### config.mk
export PLATFORM = sky130hd
export DESIGN_NAME = fetch_pc_gen
export DESIGN_NICKNAME = d
export VERILOG_FILES = /design/src/rtl/fetch_pc_gen.sv
export SDC_FILE = /design/constraint.sdc
export NUM_CORES = 1
export LEC_CHECK = 0
export BUFFER_PORTS_ARGS = -buffer_cell sky130_fd_sc_hd__buf_2
export CAP_MARGIN = 20
export CORE_ASPECT_RATIO = 0.9
export CORE_MARGIN = 8
export CORE_UTILIZATION = 55
export DETAILED_ROUTE_END_ITERATION = 12
export GPL_TIMING_DRIVEN = 0
export PLACE_DENSITY = 0.83
export SLEW_MARGIN = 0
export SYNTH_ARGS = -nofsm -noshare
export SYNTH_HDL_FRONTEND = slang
export SYNTH_SLANG_ARGS = --single-unit
### constraint.sdc
create_clock -name clk -period 8.85 [get_ports clk]
set_input_delay 0.885 -clock clk [delete_from_list [all_inputs] [get_ports clk]]
set_output_delay 0.885 -clock clk [all_outputs]
set_load 0.005 [all_outputs]
### src/rtl/fetch_pc_gen.sv
// Fetch PC generator: BTB query, next-PC prediction, mispredict redirect with epoch flush, BTB update.
// Latency: prediction captured in the same cycle as the BTB lookup; redirect refetches two cycles after EX resolution.
// Backpressure: output register holds while fetch_valid && !fetch_ready; pc_q does not advance during a stall.
//
// Ports:
//   clk, rst_n                       clock, async active-low reset
//   btb_pc_query / btb_hit / btb_target     combinational BTB lookup of pc_q
//   btb_update_en / btb_pc_update / btb_target_update   registered one-cycle BTB write
//   fetch_valid / fetch_ready / fetch_pc / fetch_pred_taken / fetch_pred_target / fetch_epoch
//                                    valid/ready output register to IF/ID
//   ex_valid / ex_pc / ex_target / ex_taken / ex_pred_target / ex_epoch
//                                    branch resolution from EX
//   mispredict_cnt                   saturating count of accepted mispredicts
module fetch_pc_gen #(
    parameter logic [31:0] RESET_PC = 32'h8000_0000,
    parameter int          CNT_BITS = 16
) (
    input  logic                clk,
    input  logic                rst_n,
    output logic [31:0]         btb_pc_query,
    input  logic                btb_hit,
    input  logic [31:0]         btb_target,
    output logic                btb_update_en,
    output logic [31:0]         btb_pc_update,
    output logic [31:0]         btb_target_update,
    output logic                fetch_valid,
    input  logic                fetch_ready,
    output logic [31:0]         fetch_pc,
    output logic                fetch_pred_taken,
    output logic [31:0]         fetch_pred_target,
    output logic                fetch_epoch,
    input  logic                ex_valid,
    input  logic [31:0]         ex_pc,
    input  logic [31:0]         ex_target,
    input  logic                ex_taken,
    input  logic [31:0]         ex_pred_target,
    input  logic                ex_epoch,
    output logic [CNT_BITS-1:0] mispredict_cnt
);

    typedef struct packed {
        logic        vld;
        logic [31:0] pc;
        logic        taken;
        logic [31:0] target;
        logic        epoch;
    } fetch_t;

    logic [31:0] pc_q;
    logic        epoch_q;
    fetch_t      out_q;

    logic [31:0] seq;
    logic        pred_taken;
    logic [31:0] pred_next;
    logic        live;
    logic [31:0] actual_next;
    logic        mispredict;
    logic        load;

    always_comb begin
        seq         = pc_q + 32'd4;
        // A hit whose target is the fall-through is not a taken prediction;
        // this is how a not-taken BTB rewrite suppresses the branch.
        pred_taken  = btb_hit && (btb_target != seq);
        pred_next   = btb_hit ? btb_target : seq;
        // Resolutions tagged with the previous epoch belong to flushed wrong-path fetches.
        live        = ex_valid && (ex_epoch == epoch_q);
        actual_next = ex_taken ? ex_target : (ex_pc + 32'd4);
        mispredict  = live && (actual_next != ex_pred_target);
        load        = !out_q.vld || fetch_ready;
    end

    always_ff @(posedge clk or negedge rst_n) begin
        if (!rst_n) begin
            pc_q              <= RESET_PC;
            epoch_q           <= 1'b0;
            out_q             <= '0;
            btb_update_en     <= 1'b0;
            btb_pc_update     <= '0;
            btb_target_update <= '0;
            mispredict_cnt    <= '0;
        end else begin
            btb_update_en <= mispredict;
            if (mispredict) begin
                // Redirect wins over any accept this cycle: the held fetch is wrong-path.
                pc_q              <= actual_next;
                out_q.vld         <= 1'b0;
                epoch_q           <= ~epoch_q;
                btb_pc_update     <= ex_pc;
                btb_target_update <= actual_next;
                if (mispredict_cnt != '1) begin
                    mispredict_cnt <= mispredict_cnt + CNT_BITS'(1);
                end
            end else if (load) begin
                out_q <= '{vld: 1'b1, pc: pc_q, taken: pred_taken,
                           target: pred_next, epoch: epoch_q};
                pc_q  <= pred_next;
            end
        end
    end

    assign btb_pc_query      = pc_q;
    assign fetch_valid       = out_q.vld;
    assign fetch_pc          = out_q.pc;
    assign fetch_pred_taken  = out_q.taken;
    assign fetch_pred_target = out_q.target;
    assign fetch_epoch       = out_q.epoch;

endmodule

==> metrics.txt <==
# TYPE chip_impl_metric gauge
chip_impl_metric{name="finalHoldViolations",unit=""} 0
chip_impl_metric{name="worst-path-max-fanout",unit=""} 10
chip_impl_metric{name="setup-violations-final",unit=""} 0
chip_impl_metric{name="worst_slew_pin_slew",unit="ps"} 1143
chip_impl_metric{name="drc",unit=""} 0
chip_impl_metric{name="fillCellCount",unit=""} 1719
chip_impl_info{name="cts_tree",value="built"} 1
chip_impl_metric{name="cts.path.max_buffers",unit=""} 2
chip_impl_metric{name="track_usage",unit="%"} 32.70
chip_impl_metric{name="dieHeight",unit="um"} 153.8
chip_impl_metric{name="die_w",unit="um"} 169.2
chip_impl_metric{name="synth-seq-cells",unit=""} 181
chip_impl_metric{name="max_cap_viol_count",unit=""} 0
chip_impl_metric{name="synth-edff-count",unit=""} 0
chip_impl_metric{name="final_layout_size_suffix_gt1_share",unit="%"} 30.94
chip_impl_info{name="root_buffer",value="sky130_fd_sc_hd__clkbuf_16"} 1
chip_impl_metric{name="detailedPlacementHpwl",unit="mm"} 34.32
chip_impl_metric{name="slew_headroom",unit="%"} 23.21
chip_impl_metric{name="floorplan.core_area",unit="mm^2"} 0.02077
chip_impl_metric{name="max_clock_freq",unit="GHz"} 0.1903
chip_impl_metric{name="irDropWorstVdd",unit="uV"} 210.2
chip_impl_metric{name="synthesis.area_per_instance",unit="um^2"} 9.644
chip_impl_metric{name="synth-async-reset-ratio",unit="%"} 100.0
chip_impl_metric{name="cts_max_level",unit=""} 4
chip_impl_metric{name="grt_antenna_before_repair",unit=""} 3
chip_impl_metric{name="powerDensity",unit="mW/mm^2"} 289.5
chip_impl_info{name="min_path_type",value="in2async"} 1
chip_impl_metric{name="cts-hold-fix-buffers",unit=""} 0
chip_impl_info{name="timing.critical_path.from_type",value="input pin"} 1
chip_impl_metric{name="clkSinkCount",unit=""} 181
chip_impl_info{name="layout.cells.most_common",value="sky130_fd_sc_hd__buf_2"} 1
chip_impl_metric{name="fp-row-count",unit=""} 50
chip_impl_info{name="critPathKind",value="in2reg"} 1
chip_impl_metric{name="layout_worst_path_cycle_share",unit="%"} 59.38
chip_impl_info{name="status",value="completed"} 1
chip_impl_metric{name="detail_route.wl_per_cell",unit="um"} 24.08
chip_impl_metric{name="nets",unit=""} 1659
chip_impl_info{name="most-common-layout-cells",value="sky130_fd_sc_hd__buf_2, sky130_fd_sc_hd__dfrtp_1, sky130_fd_sc_hd__mux2_2"} 1
chip_impl_metric{name="initialDrtViolationCount",unit=""} 1373
chip_impl_metric{name="power.leakage",unit="uW"} 0.006223
chip_impl_metric{name="synthesis.instances",unit=""} 1204
chip_impl_metric{name="area_overhead_vs_synth",unit="%"} 21.17
chip_impl_metric{name="ant_nets",unit=""} 0
chip_impl_metric{name="fin_worst_hold_slack",unit="ps"} 415.6
chip_impl_metric{name="fin_crit",unit="ps"} 5255
chip_impl_metric{name="ys_seq_area_share",unit="%"} 39.02
chip_impl_metric{name="worst_ep_required_time",unit="ps"} 9170
chip_impl_metric{name="place.port_buffers",unit=""} 294
chip_impl_metric{name="clock_insertion_delay_worst_skew",unit="ps"} 430
chip_impl_metric{name="layout.core_utilization",unit="%"} 67.74
chip_impl_metric{name="ys.warnings.count",unit=""} 0
chip_impl_metric{name="maxSlewViolCount",unit=""} 0
chip_impl_metric{name="drtPass1Iterations",unit=""} 7
chip_impl_metric{name="grt_max_degree",unit=""} 104
chip_impl_metric{name="syn_nets",unit=""} 1342
chip_impl_metric{name="placer_s_final_routability_congestion_estimate",unit=""} 1.055
chip_impl_metric{name="numCtsBuffers",unit=""} 17
chip_impl_metric{name="clk_transition_reported_paths",unit="ps"} 70
chip_impl_info{name="rsz0062_at_grt",value="false"} 1
chip_impl_metric{name="avgViaCountPerCell",unit=""} 6.275
chip_impl_metric{name="wl",unit="mm"} 43.83
chip_impl_metric{name="io_pins",unit=""} 315
chip_impl_metric{name="grt_pass1_vias",unit=""} 11390
chip_impl_metric{name="post_cts_buffers",unit=""} 0
chip_impl_metric{name="gr-total-overflow",unit=""} 0
chip_impl_metric{name="die_area",unit="mm^2"} 0.02602
chip_impl_metric{name="mappedNetlistArea",unit="mm^2"} 0.01161
chip_impl_metric{name="worst_clock_skew",unit="ps"} 7.254
chip_impl_metric{name="synth.distinct_cells",unit=""} 70
chip_impl_metric{name="initial_core_util",unit="%"} 55.90
chip_impl_metric{name="cts_repair_resize_count",unit=""} 0
chip_impl_metric{name="setup_tns",unit="ps"} 0
chip_impl_info{name="critical_path.endpoint_type",value="flip-flop"} 1
chip_impl_metric{name="via_count",unit=""} 11420
chip_impl_info{name="dominant_synthesized_flop_cell",value="sky130_fd_sc_hd__dfrtp_1"} 1
chip_impl_metric{name="critical_path_arrival",unit="ps"} 5570
chip_impl_metric{name="grt_first_pass_wirelength",unit="mm"} 66.17
-- critical path, stage by stage --
cell,delay [ps]
sky130_fd_sc_hd__buf_2,180
sky130_fd_sc_hd__ha_1,240
sky130_fd_sc_hd__nand4_1,380
sky130_fd_sc_hd__or3_1,480
sky130_fd_sc_hd__clkbuf_1,320
sky130_fd_sc_hd__o311a_1,440
sky130_fd_sc_hd__a221oi_1,820
sky130_fd_sc_hd__xor2_1,150
sky130_fd_sc_hd__o211ai_1,210
sky130_fd_sc_hd__nor4_4,100
sky130_fd_sc_hd__o21ai_2,300
sky130_fd_sc_hd__buf_1,610
sky130_fd_sc_hd__mux2_2,410
-- path summary, 6_finish.rpt --
check,start,endpoint,slack [ps],cells after the start
setup / recovery,ex_pc[2],fetch_pred_target[13],3600,13
hold / removal,rst_n,fetch_pc[25],420,1
setup reg to reg,btb_pc_query[4],fetch_pred_taken,4460,11
hold reg to reg,mispredict_cnt[5],mispredict_cnt[5],480,1
max in group asynchronous,rst_n,btb_pc_update[0],7530,2
min in group clk,mispredict_cnt[5],mispredict_cnt[5],480,1
-- metal layers --
metal	GRT usage [%]	wire length, um	up-vias
met1	42.91	17930	5599
met4	12.00	1411	0
li1	-	-	4994
met5	0	0	-
met3	10.01	4850	99
met2	50.12	19640	728
-- through the flow --
| step | area [um^2] | std cells | setup WS [ps] | total power (uW) |
|---|---|---|---|---|
| final | 14070 | 1820 | 3595 | 4074 |
| after global routing | 14070 | 1820 | 3486 | 4300 |
| after CTS | 14060 | 1817 | 3796 | 4069 |
| after detailed placement | 13490 | 1787 | 3307 | 3285 |
| after global placement | 13440 | 1784 | 3334 | 3208 |
| after floorplan | 11610 | 1204 | 4566 | 2444 |
-- power breakdown --
| group | total, uW | internal (uW) | switching [uW] |
|---|---|---|---|
| Clock | 777 | 420 | 357 |
| Combinational | 1810 | 853 | 953 |
| Sequential | 1490 | 1220 | 274 |
| Total | 4070 | 2490 | 1580 |
-- kinds of logic (layout without fill, tap and decap cells) --
kind of cell	after synthesis	count (layout)	share of synthesized area (%)
buf+inv	127	455	4.989
simple gates	371	371	16.82
xor+xnor	126	126	9.623
other cells	0	2	0
flops	181	181	39.02
mux	187	187	17.74
compound gates	209	209	11.49
fa+ha+maj	3	3	0.3233
-- registers in the layout, indices dropped and copies added (netlist names) --
signal and flops:
btb_pc_query 32, btb_pc_update 32, btb_target_update 32, fetch_pc 32, fetch_pred_target 32, mispredict_cnt 16
btb_update_en 1, epoch_q 1, fetch_epoch 1, fetch_pred_taken 1, fetch_valid 1
-- area by class of cell --
class | count | area [um^2] | share of cell area [%]
tap | 286 | 357.8 | 2.543
buffer | 104 | 493.0 | 3.504
timing repair buffer | 298 | 1524 | 10.83
multi-input combinational | 896 | 6501 | 46.21
clock inverter | 12 | 142.6 | 1.014
inverter | 23 | 86.33 | 0.6136
antenna | 2 | 5.005 | 0.03557
sequential | 181 | 4531 | 32.20
clock buffer | 18 | 429.2 | 3.050
-- synth_stat cells (all sizes together), types with 23 or more instances --
cell type  count  area share, %
dfrtp        180             39
mux2i         37            3.2
nand4         29            1.6
mux2         150             15
inv           23           0.74
xor2          63            4.8
nand3         36            1.6
nand2         83            2.7
clkbuf        66            2.1
o21ai         66            2.9
xnor2         62            4.7
nor3          29            1.3
nor2          74            2.4
buf           38            2.1
nor4          26            1.5
a21oi         46            2.0
No activity file was read; power rests on OpenSTA's default activity.
